**src/rtl/move_sequencer.sv**
```systemverilog
// rtl/move_sequencer.sv - debounced push-button to position-counter step sequencer

// Two-flop synchroniser plus stability counter for one raw button.
module move_debounce #(
  parameter int DEBOUNCE_CYC = 4
) (
  input  logic clk,
  input  logic reset,
  input  logic raw,
  output logic level
);

  localparam int CNT_W = (DEBOUNCE_CYC > 1) ? $clog2(DEBOUNCE_CYC) : 1;
  localparam logic [CNT_W-1:0] CNT_LAST = CNT_W'(DEBOUNCE_CYC - 1);

  logic             s1;
  logic             s2;
  logic [CNT_W-1:0] cnt;

  // Synchronise, then accept a new level only after it has differed for DEBOUNCE_CYC cycles.
  always_ff @(posedge clk or negedge reset) begin
    if (!reset) begin
      s1    <= 1'b0;
      s2    <= 1'b0;
      level <= 1'b0;
      cnt   <= '0;
    end else begin
      s1 <= raw;
      s2 <= s1;
      if (s2 == level) begin
        cnt <= '0;
      end else if (cnt == CNT_LAST) begin
        level <= s2;
        cnt   <= '0;
      end else begin
        cnt <= cnt + CNT_W'(1);
      end
    end
  end

endmodule

// Top: resolves button requests into single-cycle clamped steps with hold-to-repeat.
module move_sequencer #(
  parameter int DEBOUNCE_CYC = 4,
  parameter int HOLD_DELAY   = 8,
  parameter int REPEAT_PER   = 4,
  parameter int POS_MIN      = 0,
  parameter int POS_MAX      = 639
) (
  input  logic       clk,
  input  logic       reset,
  input  logic       enable,
  input  logic       pbR,
  input  logic       pbL,
  input  logic [9:0] playerpos,
  output logic [1:0] ctrl
);

  // Request encoding deliberately matches the ctrl step encoding.
  typedef enum logic [1:0] {
    REQ_NONE  = 2'b00,
    REQ_RIGHT = 2'b01,
    REQ_LEFT  = 2'b10
  } req_t;

  typedef enum logic [1:0] {
    IDLE   = 2'b00,
    DELAY  = 2'b01,
    REPEAT = 2'b10
  } state_t;

  localparam int TMR_MAX = (HOLD_DELAY > REPEAT_PER) ? HOLD_DELAY : REPEAT_PER;
  localparam int TMR_W   = (TMR_MAX > 1) ? $clog2(TMR_MAX) : 1;
  localparam logic [TMR_W-1:0] HOLD_LOAD   = TMR_W'(HOLD_DELAY - 1);
  localparam logic [TMR_W-1:0] REPEAT_LOAD = TMR_W'(REPEAT_PER - 1);
  localparam logic [9:0]       POS_MIN_C   = 10'(POS_MIN);
  localparam logic [9:0]       POS_MAX_C   = 10'(POS_MAX);

  logic             lvl_r;
  logic             lvl_l;
  req_t             req;
  logic [1:0]       step_cmd;
  state_t           state;
  req_t             dir;
  logic [TMR_W-1:0] tmr;

  move_debounce #(.DEBOUNCE_CYC(DEBOUNCE_CYC)) u_deb_r (
    .clk   (clk),
    .reset (reset),
    .raw   (pbR),
    .level (lvl_r)
  );

  move_debounce #(.DEBOUNCE_CYC(DEBOUNCE_CYC)) u_deb_l (
    .clk   (clk),
    .reset (reset),
    .raw   (pbL),
    .level (lvl_l)
  );

  // Decode debounced levels; simultaneous presses cancel out.
  always_comb begin
    req = REQ_NONE;
    case ({lvl_r, lvl_l})
      2'b10:   req = REQ_RIGHT;
      2'b01:   req = REQ_LEFT;
      default: req = REQ_NONE;
    endcase
  end

  // Step value a due step would drive, blanked at the playfield limits.
  always_comb begin
    step_cmd = 2'b00;
    if (req == REQ_RIGHT && playerpos < POS_MAX_C) begin
      step_cmd = 2'b01;
    end else if (req == REQ_LEFT && playerpos > POS_MIN_C) begin
      step_cmd = 2'b10;
    end
  end

  // Hold-to-repeat FSM; ctrl is a registered one-cycle pulse, timers advance even when clamped.
  always_ff @(posedge clk or negedge reset) begin
    if (!reset) begin
      state <= IDLE;
      dir   <= REQ_RIGHT;
      tmr   <= '0;
      ctrl  <= 2'b00;
    end else begin
      ctrl <= 2'b00;
      if (!enable) begin
        state <= IDLE;
        tmr   <= '0;
      end else begin
        case (state)
          IDLE: begin
            if (req != REQ_NONE) begin
              dir   <= req;
              ctrl  <= step_cmd;
              tmr   <= HOLD_LOAD;
              state <= DELAY;
            end
          end
          DELAY, REPEAT: begin
            if (req != dir) begin
              state <= IDLE;
              tmr   <= '0;
            end else if (tmr == '0) begin
              ctrl  <= step_cmd;
              tmr   <= REPEAT_LOAD;
              state <= REPEAT;
            end else begin
              tmr <= tmr - TMR_W'(1);
            end
          end
          default: begin
            state <= IDLE;
            tmr   <= '0;
          end
        endcase
      end
    end
  end

endmodule

```
**config.mk**
```make
export PLATFORM = sky130hd
export DESIGN_NAME = move_sequencer
export DESIGN_NICKNAME = d
export VERILOG_FILES = /design/src/rtl/move_sequencer.sv
export SDC_FILE = /design/constraint.sdc
export NUM_CORES = 1
export LEC_CHECK = 0
export CORE_MARGIN = 2
export CORE_UTILIZATION = 54
export DETAILED_ROUTE_END_ITERATION = 12
export HOLD_SLACK_MARGIN = 0.02
export PLACE_DENSITY_LB_ADDON = 0.2
export SYNTH_ARGS = -nofsm -noshare
export SYNTH_HDL_FRONTEND = slang
export SYNTH_HIERARCHICAL = 1
export SYNTH_SLANG_ARGS = --single-unit
```
**constraint.sdc**
```tcl
create_clock -name clk -period 4.4 [get_ports clk]
set_clock_uncertainty 0.1 [all_clocks]
set_input_delay 0.44 -clock clk [delete_from_list [all_inputs] [get_ports clk]]
set_output_delay 0.44 -clock clk [all_outputs]
set_load 0.05 [all_outputs]
```
Word level (Yosys, flattened, before mapping)
Index checks and enable logic that the tools add are counted.
{"block": "word_totals", "n_memories": 0, "register_bits": 19, "ramBits": 0, "inputBits": 15, "rom_bits": 0, "latch_bits": 0}
{"block": "op_classes", "n_shift": 0, "muxes": 22, "n_reduce_logical": 10, "n_bitwise": 2, "div": 0, "mul": 0, "add_sub_neg": 3, "n_lt_le_gt_ge": 2, "n_eq_ne": 13}
{"cell": "2-bit 2-to-1 mux", "count": 14}
{"cell": "3-bit 2-to-1 mux", "count": 4}
{"cell": "2-bit one-hot mux with 2 select lines", "count": 3}
{"cell": "2-bit equality test (second input constant)", "count": 5}
{"cell": "10-bit by 1-bit greater-than comparator with 1-bit output (second input constant)", "count": 1}
{"cell": "10-bit < comparator (second input constant)", "count": 1}
{"cell": "2-bit by 1-bit equality test with 1-bit output (second input constant)", "count": 3}
{"cell": "3-bit one-hot mux with 2 select lines", "count": 1}
{"cell": "2-bit AND reduction", "count": 3}
{"cell": "2-bit by 1-bit adder with 2-bit output (second input constant)", "count": 2}
{"cell": "4-bit inequality test (second input constant)", "count": 1}
{"cell": "3-bit logical NOT", "count": 1}
{"cell": "3-bit inequality test (second input constant)", "count": 1}
{"cell": "3-bit AND reduction", "count": 1}
{"cell": "3-bit by 1-bit subtractor with 3-bit output (second input constant)", "count": 1}
{"cell": "1-bit equality test", "count": 2}
{"cell": "1-bit logical AND", "count": 2}
{"cell": "2-bit logical NOT", "count": 1}
{"cell": "2-bit inequality test", "count": 1}
{"cell": "1-bit NOT", "count": 2}
{"cell": "2-bit nonzero test", "count": 1}
{"cell": "2-bit OR reduction", "count": 1}

Depth between registers and ports, before layout
Gate-level depths: netlist of run 1.
{"block": "depth", "ltp_word": 10, "mapped_depth": 6, "mapped_depth_nobuf": 6}

Cells and area by module
Netlist of run 1, hierarchy kept.
{"module": "move_sequencer", "cells_per_inst": 68, "seq_area_each_um2": 226.5, "area_each_um2": 635.6, "instances": 1}
{"module": "move_debounce", "cells_per_inst": 10, "seq_area_each_um2": 125.1, "area_each_um2": 173.9, "instances": 2}

Least setup slack after synthesis of run 1
Ideal clock, no wire load.
{"block": "synth_path", "path_kind": "reg-to-reg", "start": "register u_deb_r.level", "end": "register state[0]", "required_time_ps": 4221, "path_buffers": 0, "stages_incl_launch_ff": 7, "arrival_ps": 1308, "period_less_slack_ps": 1487, "setup_ps": 79, "path_slack_ps": 2913, "path_cell_list": "dfrtp_1 -> inv_1 -> ha_1 -> xnor2_1 -> and3_2 -> a21boi_2 -> mux2i_1"}
{"block": "synth_between", "elab_chain_cells": 6, "elab_cells_between_ends": 11}
{"item": "start, declared", "line_no": "10", "source": "output logic level"}
{"item": "start signal, assigned", "line_no": "25", "source": "level <= 1'b0;"}
{"item": "start signal, assigned", "line_no": "33", "source": "level <= s2;"}
{"item": "2-bit by 1-bit equality test with 1-bit output / 2-bit equality test (equally long branches)", "line_no": "105", "source": "case ({lvl_r, lvl_l})"}
{"item": "2-bit one-hot mux with 2 select lines *", "line_no": "105"}
{"item": "net req[1]", "line_no": "82", "source": "req_t req;"}
{"item": "2-bit inequality test", "line_no": "145", "source": "if (req != dir) begin"}
{"item": "2-bit 2-to-1 mux", "line_no": "145"}
{"item": "2-bit one-hot mux with 2 select lines", "line_no": "135", "source": "case (state)"}
{"item": "2-bit 2-to-1 mux", "line_no": "131", "source": "if (!enable) begin"}
{"item": "end signal, assigned", "line_no": "132", "source": "state <= IDLE;"}
{"item": "end signal, assigned", "line_no": "141", "source": "state <= DELAY;"}
{"item": "end signal, assigned", "line_no": "146", "source": "state <= IDLE;"}
{"item": "end, declared", "line_no": "84", "source": "state_t state;"}
Mark *: on every way through the listed nets, which the timed path passes. The rest lies on a longest branch.
A chain may end at the register's enable or synchronous reset.

Final worst setup path of run 1
{"block": "layout_path", "start": "register ctrl[0]", "end": "output port ctrl[0]"}
{"item": "start, declared", "line_no": "57", "source": "output logic [1:0] ctrl"}
{"item": "start signal, assigned", "line_no": "139", "source": "ctrl <= step_cmd;"}
{"item": "start signal, assigned", "line_no": "149", "source": "ctrl <= step_cmd;"}
No word-level cell between the ends.

==> load_flow_metrics.sql, run 1 <==
INSERT INTO impl_metrics (metric_group, metric, value, unit) VALUES
('yosys', 'ys_ff_latch', '19', ''),
('global_routing', 'grt_remaining_overflow', '0', ''),
('pwr', 'clock_power_share', '0.130', ''),
('place', 'gp_congestion', '0.748', ''),
('worst_setup_path', 'sort_of_element_at_the_end_of_the_critical_path', 'output port', ''),
('worst_setup_path', 'crit_arrival', '1.43', 'ns'),
('finish', 'final_cell_area', '1200', 'µm²'),
('die', 'io_pins', '17', ''),
('worst_setup_path', 'cpMaxStageDelayCell', 'sky130_fd_sc_hd__clkdlybuf4s50_1', ''),
('detailed_routing', 'drc_errors', '0', ''),
('worst_setup_path', 'critPathLaunchType', 'register', ''),
('sta', 'final_period_minus_worst_setup_slack', '1.97', 'ns'),
('finish', 'layout_commonest_cell', 'sky130_fd_sc_hd__dfrtp_1', ''),
('sta', 'tightestPinTransition', '0.806', 'ns'),
('detailed_routing', 'drt.antenna.violating_nets', '0', ''),
('yosys', 'yosysSeqAreaShare', '0.485', ''),
('yosys', 'synth-compound-area-share', '0.102', ''),
('global_routing', 'grt_antenna_before_repair', '0', ''),
('worst_setup_path', 'timing.critical_path.slowest_cell_delay', '0.79', 'ns'),
('pwr', 'seq_power_share', '0.383', ''),
('finish', 'most-common-layout-cells', 'sky130_fd_sc_hd__dfrtp_1 (18), sky130_fd_sc_hd__clkdlybuf4s50_1 (16), sky130_fd_sc_hd__ha_1 (10)', ''),
('finish', 'area_growth_syn_to_layout', '22.5', '%'),
('worst_setup_path', 'worstReg2RegStart', 'u_deb_l/level$_DFFE_PN0P_', ''),
('detailed_routing', 'firstDrtPassIters', '4', ''),
('worst_setup_path', 'required', '3.86', 'ns'),
('clock_network', 'cts_tree', 'yes', ''),
('yosys', 'distinct_cells_synth', '30', ''),
('detailed_routing', 'detail_route.vias_per_cell', '5.34', ''),
('clock_network', 'path_clk_slew', '0.11', 'ns'),
('clock_network', 'ctsRootBufferMaster', 'sky130_fd_sc_hd__clkbuf_4', ''),
('sta', 'finalSetupTns', '0', 'ns'),
('clock_network', 'post_cts_buffers', '0', ''),
('yosys', 'synth_xor_area_frac', '0.0356', ''),
('clock_network', 'cts_hold_repair.buffers', '0', ''),
('pwr', 'power.density', '578', 'nW/µm²'),
('die', 'dieArea', '2180', 'µm²'),
('yosys', 'yosys.area_share.adder', '0.127', ''),
('min_path', 'min_path_type', 'reg2reg', ''),
('pwr', 'power_frac_comb', '0.487', ''),
('pwr', 'p_leak', '0.536', 'nW'),
('yosys', 'main_combinational_cell_family_by_area_after_synthesis', 'simple AND/OR/NAND/NOR gates', ''),
('worst_setup_path', 'worstPathMaxFanout', '1', ''),
('die', 'core_area', '1730', 'µm²'),
('sta', 'final.period_utilization', '0.448', ''),
('global_routing', 'grt_start_max_net_pins', '20', ''),
('clock_network', 'numCtsBuffers', '3', ''),
('worst_setup_path', 'worst-setup-path-type', 'reg2out', ''),
('job', 'maxCapViolCount', '0', ''),
('yosys', 'postSynthAreaPerCell', '11.2', 'µm²'),
('die', 'num_rows', '15', ''),
('sta', 'grt_setup_unrepaired', 'no', ''),
('sta', 'finalHoldViolCount', '0', ''),
('place', 'placed_wire_length_estimate_after_detailed_placement', '1360', 'µm'),
('worst_setup_path', 'cp-startpoint', 'ctrl[0]$_DFF_PN0_', ''),
('finish', 'finish.net_count', '134', ''),
('outcome', 'run_status', 'finished, final reports clean', ''),
('die', 'die_y', '46.7', 'µm'),
('clock_network', 'clk-insertion-delay-late', '0.30', 'ns'),
('yosys', 'simple_logic_cell_fraction_of_the_synthesized_area', '0.164', ''),
('yosys', 'yosys-mux-area-fraction', '0.0560', ''),
('clock_network', 'cts_num_sinks', '19', ''),
('global_routing', 'global_route.usage.total', '0.193', ''),
('detailed_routing', 'wire_per_inst', '12.8', 'µm'),
('place', 'port-buffer-count', '16', ''),
('pwr', 'post-layout-total-power', '0.000696', 'W'),
('detailed_routing', 'detail_route.iter0.violations', '20', ''),
('finish', 'n_antenna_cell', '0', ''),
('worst_setup_path', 'critical-path-top-delay-family', 'buffers and inverters', ''),
('yosys', 'number_of_instances_in_the_synthesized_netlist', '88', ''),
('global_routing', 'grt_first_pass_wirelength', '2820', 'µm'),
('clock_network', 'cts_max_level', '1', '');
kinds of logic (layout without fill, tap and decap cells):
logic type | Yosys count | after routing
xor gates and xnor gates | 4 | 4
and+or+nand+nor | 27 | 27
muxes | 5 | 5
adders and majority gates | 10 | 10
buffers and inverters | 8 | 28
DFF | 19 | 19
AOI/OAI and AO/OA | 15 | 15
power by group through the flow:
stage                     clock network (W)  registers [W]  logic, W
after floorplan                           0       0.000275  0.000248
after global placement                    0       0.000267  0.000325
after detailed placement                  0       0.000271  0.000339
after CTS                         0.0000968       0.000268  0.000342
after global routing               0.000102       0.000276  0.000388
final                             0.0000906       0.000267  0.000339
synthesized netlist by cell type:
cell type                    n  area, µm²
sky130_fd_sc_hd__dfrtp_1    18        450
sky130_fd_sc_hd__ha_1       10        125
sky130_fd_sc_hd__inv_1       7       26.3
sky130_fd_sc_hd__nand2_1     6       22.5
sky130_fd_sc_hd__nand3_1     5       25.0
sky130_fd_sc_hd__xnor2_1     4       35.0
sky130_fd_sc_hd__a21oi_1     3       15.0
sky130_fd_sc_hd__nor2b_1     3       18.8
sky130_fd_sc_hd__o21ai_0     3       15.0
sky130_fd_sc_hd__a21boi_2    2       22.5
sky130_fd_sc_hd__a31oi_1     2       12.5
sky130_fd_sc_hd__mux2_1      2       22.5
sky130_fd_sc_hd__mux2_2      2       22.5
sky130_fd_sc_hd__nor2_1      2       7.51
sky130_fd_sc_hd__nor3_2      2       20.0
sky130_fd_sc_hd__nor4_1      2       12.5
sky130_fd_sc_hd__o21ai_1     2       10.0
sky130_fd_sc_hd__a41oi_1     1       8.76
sky130_fd_sc_hd__and2_1      1       6.26
sky130_fd_sc_hd__and2b_1     1       7.51
sky130_fd_sc_hd__and3_1      1       6.26
sky130_fd_sc_hd__and3_2      1       7.51
sky130_fd_sc_hd__dfstp_2     1       26.3
sky130_fd_sc_hd__inv_2       1       3.75
sky130_fd_sc_hd__mux2i_1     1       10.0
sky130_fd_sc_hd__nand2b_1    1       6.26
sky130_fd_sc_hd__nand4_1     1       6.26
sky130_fd_sc_hd__nor4b_2     1       15.0
sky130_fd_sc_hd__o2bb2ai_1   1       8.76
sky130_fd_sc_hd__o31ai_1     1       7.51
sequential cells by signal (all words and copies together) (netlist names):
signal / cells
u_deb_l/level: 1
state: 2
u_deb_r/s1: 1
u_deb_l/cnt: 2
u_deb_r/s2: 1
ctrl: 2
u_deb_r/cnt: 2
u_deb_l/s2: 1
dir: 2
tmr: 3
u_deb_l/s1: 1
u_deb_r/level: 1
worst paths after layout:
path                       cells past startpoint  slack, ns                    to
min reg2reg                                    0       0.26  u_deb_r/s2$_DFF_PN0_
min in group asynchronous                      1       0.49    tmr[2]$_DFFE_PN0P_
max reg2reg                                    6       2.67     ctrl[1]$_DFF_PN0_
max in group asynchronous                      1       3.21  u_deb_l/s1$_DFF_PN0_
max                                            1       2.43               ctrl[0]
min                                            0       0.26  u_deb_r/s2$_DFF_PN0_
cell type report:
type	instances	area, µm²	area share
well taps	25	31.3	0.0260
inverters	8	30.0	0.0249
clock inverters	1	7.51	0.00623
multi-input cells	61	477	0.396
flip-flops and latches	19	477	0.396
clock buffers	3	22.5	0.0187
repair buffers	16	160	0.133
per-layer routing:
metal | part of all wire | global-route usage | vias to the layer above
met3 | 0.062 | 0.0510 | 4
li1 | - | - | 347
met5 | 0 | 0 | -
met4 | 0.014 | 0.0833 | 0
met1 | 0.44 | 0.207 | 334
met2 | 0.49 | 0.353 | 25
through the flow:
stage / std cells / setup WS [ns] / hold WS [ns]
3_3_place_gp: 129 / 2.61 / 0.232
6_report: 133 / 2.43 / 0.262
4_1_cts: 133 / 2.41 / 0.265
5_1_grt: 133 / 2.37 / 0.288
2_1_floorplan: 88 / 2.91 / 0.0444
3_5_place_dp: 129 / 2.60 / 0.237
(Power assumes the default switching activity.)
==> run 2, diff against run 1 <==
Settings changed: CORE_UTILIZATION 54 to 51.
Clock period 4.4 ns to 1.9 ns, I/O delays scaled along.
==> load_flow_metrics.sql, run 2 (synthesis gave the netlist of run 1 again) <==
INSERT INTO impl_metrics (metric_group, metric, value, unit) VALUES
('detailed_routing', 'wire_per_inst', '11.7', 'µm'),
('finish', 'n_fill_cell', '162', ''),
('global_routing', 'grt_first_pass_wirelength', '2840', 'µm'),
('pwr', 'seq_power_share', '0.389', ''),
('sta', 'grt_setup_unrepaired', 'no', ''),
('pwr', 'p_int', '0.000977', 'W'),
('sta', 'setup_viol', '0', ''),
('detailed_routing', 'drt-total-wl', '1560', 'µm'),
('sta', 'whs', '0.109', 'ns'),
('pwr', 'post-layout-total-power', '0.00158', 'W'),
('pwr', 'power.density', '1310', 'nW/µm²'),
('detailed_routing', 'detail_route.iter0.violations', '3', ''),
('finish', 'max_flop_register', 'tmr', ''),
('die', 'core_area', '1760', 'µm²'),
('pwr', 'p_leak', '0.542', 'nW'),
('clock_network', 'cts_repair_resize_count', '0', ''),
('worst_setup_path', 'crit_chain', 'clkdlybuf4s50_1', ''),
('detailed_routing', 'vias_after_detailed_routing', '699', ''),
('worst_setup_path', 'timing.critical_path.buf_inv', '1', ''),
('finish', 'fraction_of_final_layout_cells_with_drive_strength_greater_than_1', '0.128', ''),
('sta', 'final.period_utilization', '0.894', ''),
('pwr', 'power_switching', '0.000607', 'W'),
('detailed_routing', 'firstDrtPassIters', '3', ''),
('place', 'placed_wire_length_estimate_after_detailed_placement', '1280', 'µm'),
('finish', 'number_of_flip_flops_under_the_largest_register_name', '3', ''),
('finish', 'multi_input_area', '477', 'µm²'),
('clock_network', 'path_clk_slew', '0.11', 'ns'),
('sta', 'finalSetupTns', '0', 'ns'),
('detailed_routing', 'drt.antenna.violating_nets', '0', ''),
('clock_network', 'post_cts_buffers', '0', ''),
('sta', 'timing.fmax', '589', 'MHz'),
('pwr', 'power.ir.vdd_worst', '0.000965', 'V'),
('die', 'die_w', '47.9', 'µm'),
('global_routing', 'first_global_vias', '707', ''),
('die', 'start_util', '0.557', ''),
('place', 'gp_congestion', '0.834', ''),
('die', 'die_y', '47.9', 'µm'),
('worst_setup_path', 'worst-setup-path-type', 'reg2out', ''),
('place', 'port-buffer-count', '16', ''),
('finish', 'finish.net_count', '135', ''),
('global_routing', 'grt_remaining_overflow', '0', ''),
('detailed_routing', 'detail_route.vias_per_cell', '5.22', ''),
('finish', 'regArea', '477', 'µm²'),
('die', 'num_rows', '15', ''),
('finish', 'final_core_util', '0.685', ''),
('global_routing', 'grt_start_max_net_pins', '20', ''),
('worst_setup_path', 'cpMaxStageDelayCell', 'sky130_fd_sc_hd__clkdlybuf4s50_1', ''),
('finish', 'layout_commonest_cell', 'sky130_fd_sc_hd__dfrtp_1', ''),
('worst_setup_path', 'required', '1.61', 'ns'),
('worst_setup_path', 'critical-path-top-delay-family', 'buffers and inverters', ''),
('detailed_routing', 'drc_errors', '0', ''),
('finish', 'n_antenna_cell', '0', ''),
('pwr', 'power_frac_comb', '0.487', ''),
('pwr', 'p_sw_frac', '0.383', ''),
('die', 'io_pins', '17', ''),
('clock_network', 'clk-insertion-delay-late', '0.29', 'ns'),
('die', 'dieArea', '2300', 'µm²'),
('global_routing', 'global_route.usage.total', '0.178', ''),
('worst_setup_path', 'critPathLaunchType', 'register', ''),
('sta', 'tightestPinTransition', '0.489', 'ns'),
('job', 'maxCapViolCount', '0', ''),
('pwr', 'clock_power_share', '0.124', ''),
('sta', 'final_period_minus_worst_setup_slack', '1.70', 'ns'),
('sta', 'number_of_slew_limit_violations_in_the_final_report', '0', ''),
('clock_network', 'numCtsBuffers', '3', ''),
('clock_network', 'cts_num_sinks', '19', ''),
('sta', 'slew-limit-headroom', '0.673', ''),
('outcome', 'run_status', 'finished, final reports clean', ''),
('clock_network', 'cts_hold_repair.buffers', '0', ''),
('worst_setup_path', 'sort_of_element_at_the_end_of_the_critical_path', 'output port', ''),
('global_routing', 'grt_antenna_before_repair', '0', ''),
('worst_setup_path', 'crit_arrival', '1.41', 'ns'),
('finish', 'area_growth_syn_to_layout', '22.9', '%'),
('worst_setup_path', 'worstPathMaxFanout', '1', ''),
('clock_network', 'cts_tree', 'yes', ''),
('clock_network', 'ctsRootBufferMaster', 'sky130_fd_sc_hd__clkbuf_4', ''),
('sta', 'finalHoldViolCount', '0', ''),
('clock_network', 'cts_max_level', '1', ''),
('min_path', 'min_path_type', 'in2async', ''),
('worst_setup_path', 'timing.critical_path.slowest_cell_delay', '0.79', 'ns'),
('finish', 'most-common-layout-cells', 'sky130_fd_sc_hd__dfrtp_1 (18), sky130_fd_sc_hd__clkdlybuf4s50_1 (16), sky130_fd_sc_hd__ha_1 (10)', ''),
('clock_network', 'clk_path_buf_depth', '2', '');
[run 2: metal layers]
metal,part of all wire,GRT usage
met1,0.45,0.221
met2,0.51,0.301
met4,0.0038,0.0595
met5,0,0
met3,0.036,0.0453
[run 2: power by group through the flow]
stage / sequential, W / combinational, W / clock [W]
floorplan: 0.000636 / 0.000575 / 0
global placement: 0.000619 / 0.000760 / 0
detailed placement: 0.000628 / 0.000773 / 0
CTS: 0.000619 / 0.000778 / 0.000208
global route: 0.000637 / 0.000879 / 0.000215
finish: 0.000616 / 0.000771 / 0.000197
[run 2: final timing paths]
| kind | from | to | slack (ns) | cells after the start |
|---|---|---|---|---|
| setup / recovery | ctrl[0]$_DFF_PN0_ | ctrl[0] | 0.20 | 1 |
| hold / removal | reset | tmr[2]$_DFFE_PN0P_ | 0.11 | 2 |
| setup reg to reg | u_deb_r/level$_DFFE_PN0P_ | ctrl[1]$_DFF_PN0_ | 0.28 | 6 |
| hold reg to reg | u_deb_l/s1$_DFF_PN0_ | u_deb_l/s2$_DFF_PN0_ | 0.27 | 0 |
| max in group asynchronous | reset | dir[0]$_DFFE_PN1P_ | 1.32 | 2 |
| min in group clk | pbL | u_deb_l/s1$_DFF_PN0_ | 0.22 | 1 |
[run 2: cell type report]
class / count / area share
Inverter: 8 / 0.0248
Sequential cell: 19 / 0.394
Timing Repair Buffer: 17 / 0.139
Tap cell: 25 / 0.0259
Clock buffer: 4 / 0.0217
Multi-Input combinational cell: 61 / 0.394
[run 2: worst register-to-register path, stage by stage, from the launching register on]
cell	delay, ns
sky130_fd_sc_hd__dfrtp_1	0.41
sky130_fd_sc_hd__inv_1	0.09
sky130_fd_sc_hd__ha_1	0.23
sky130_fd_sc_hd__xnor2_1	0.18
sky130_fd_sc_hd__nand3_1	0.15
sky130_fd_sc_hd__o2bb2ai_1	0.17
sky130_fd_sc_hd__nor4b_2	0.20
[run 2: through the flow]
step | instance area [µm²] | worst slack, ns | std cells
global route | 1210 | 0.139 | 134
floorplan | 983 | 0.413 | 88
global placement | 1180 | 0.300 | 130
detailed placement | 1180 | 0.279 | 130
finish | 1210 | 0.202 | 134
CTS | 1210 | 0.187 | 134
==> run 3, diff against run 2 <==
Settings changed: GPL_TIMING_DRIVEN from default to 1.
==> results of run 3 <==
The final DEF is identical to that of run 2; final timing and power are the same.
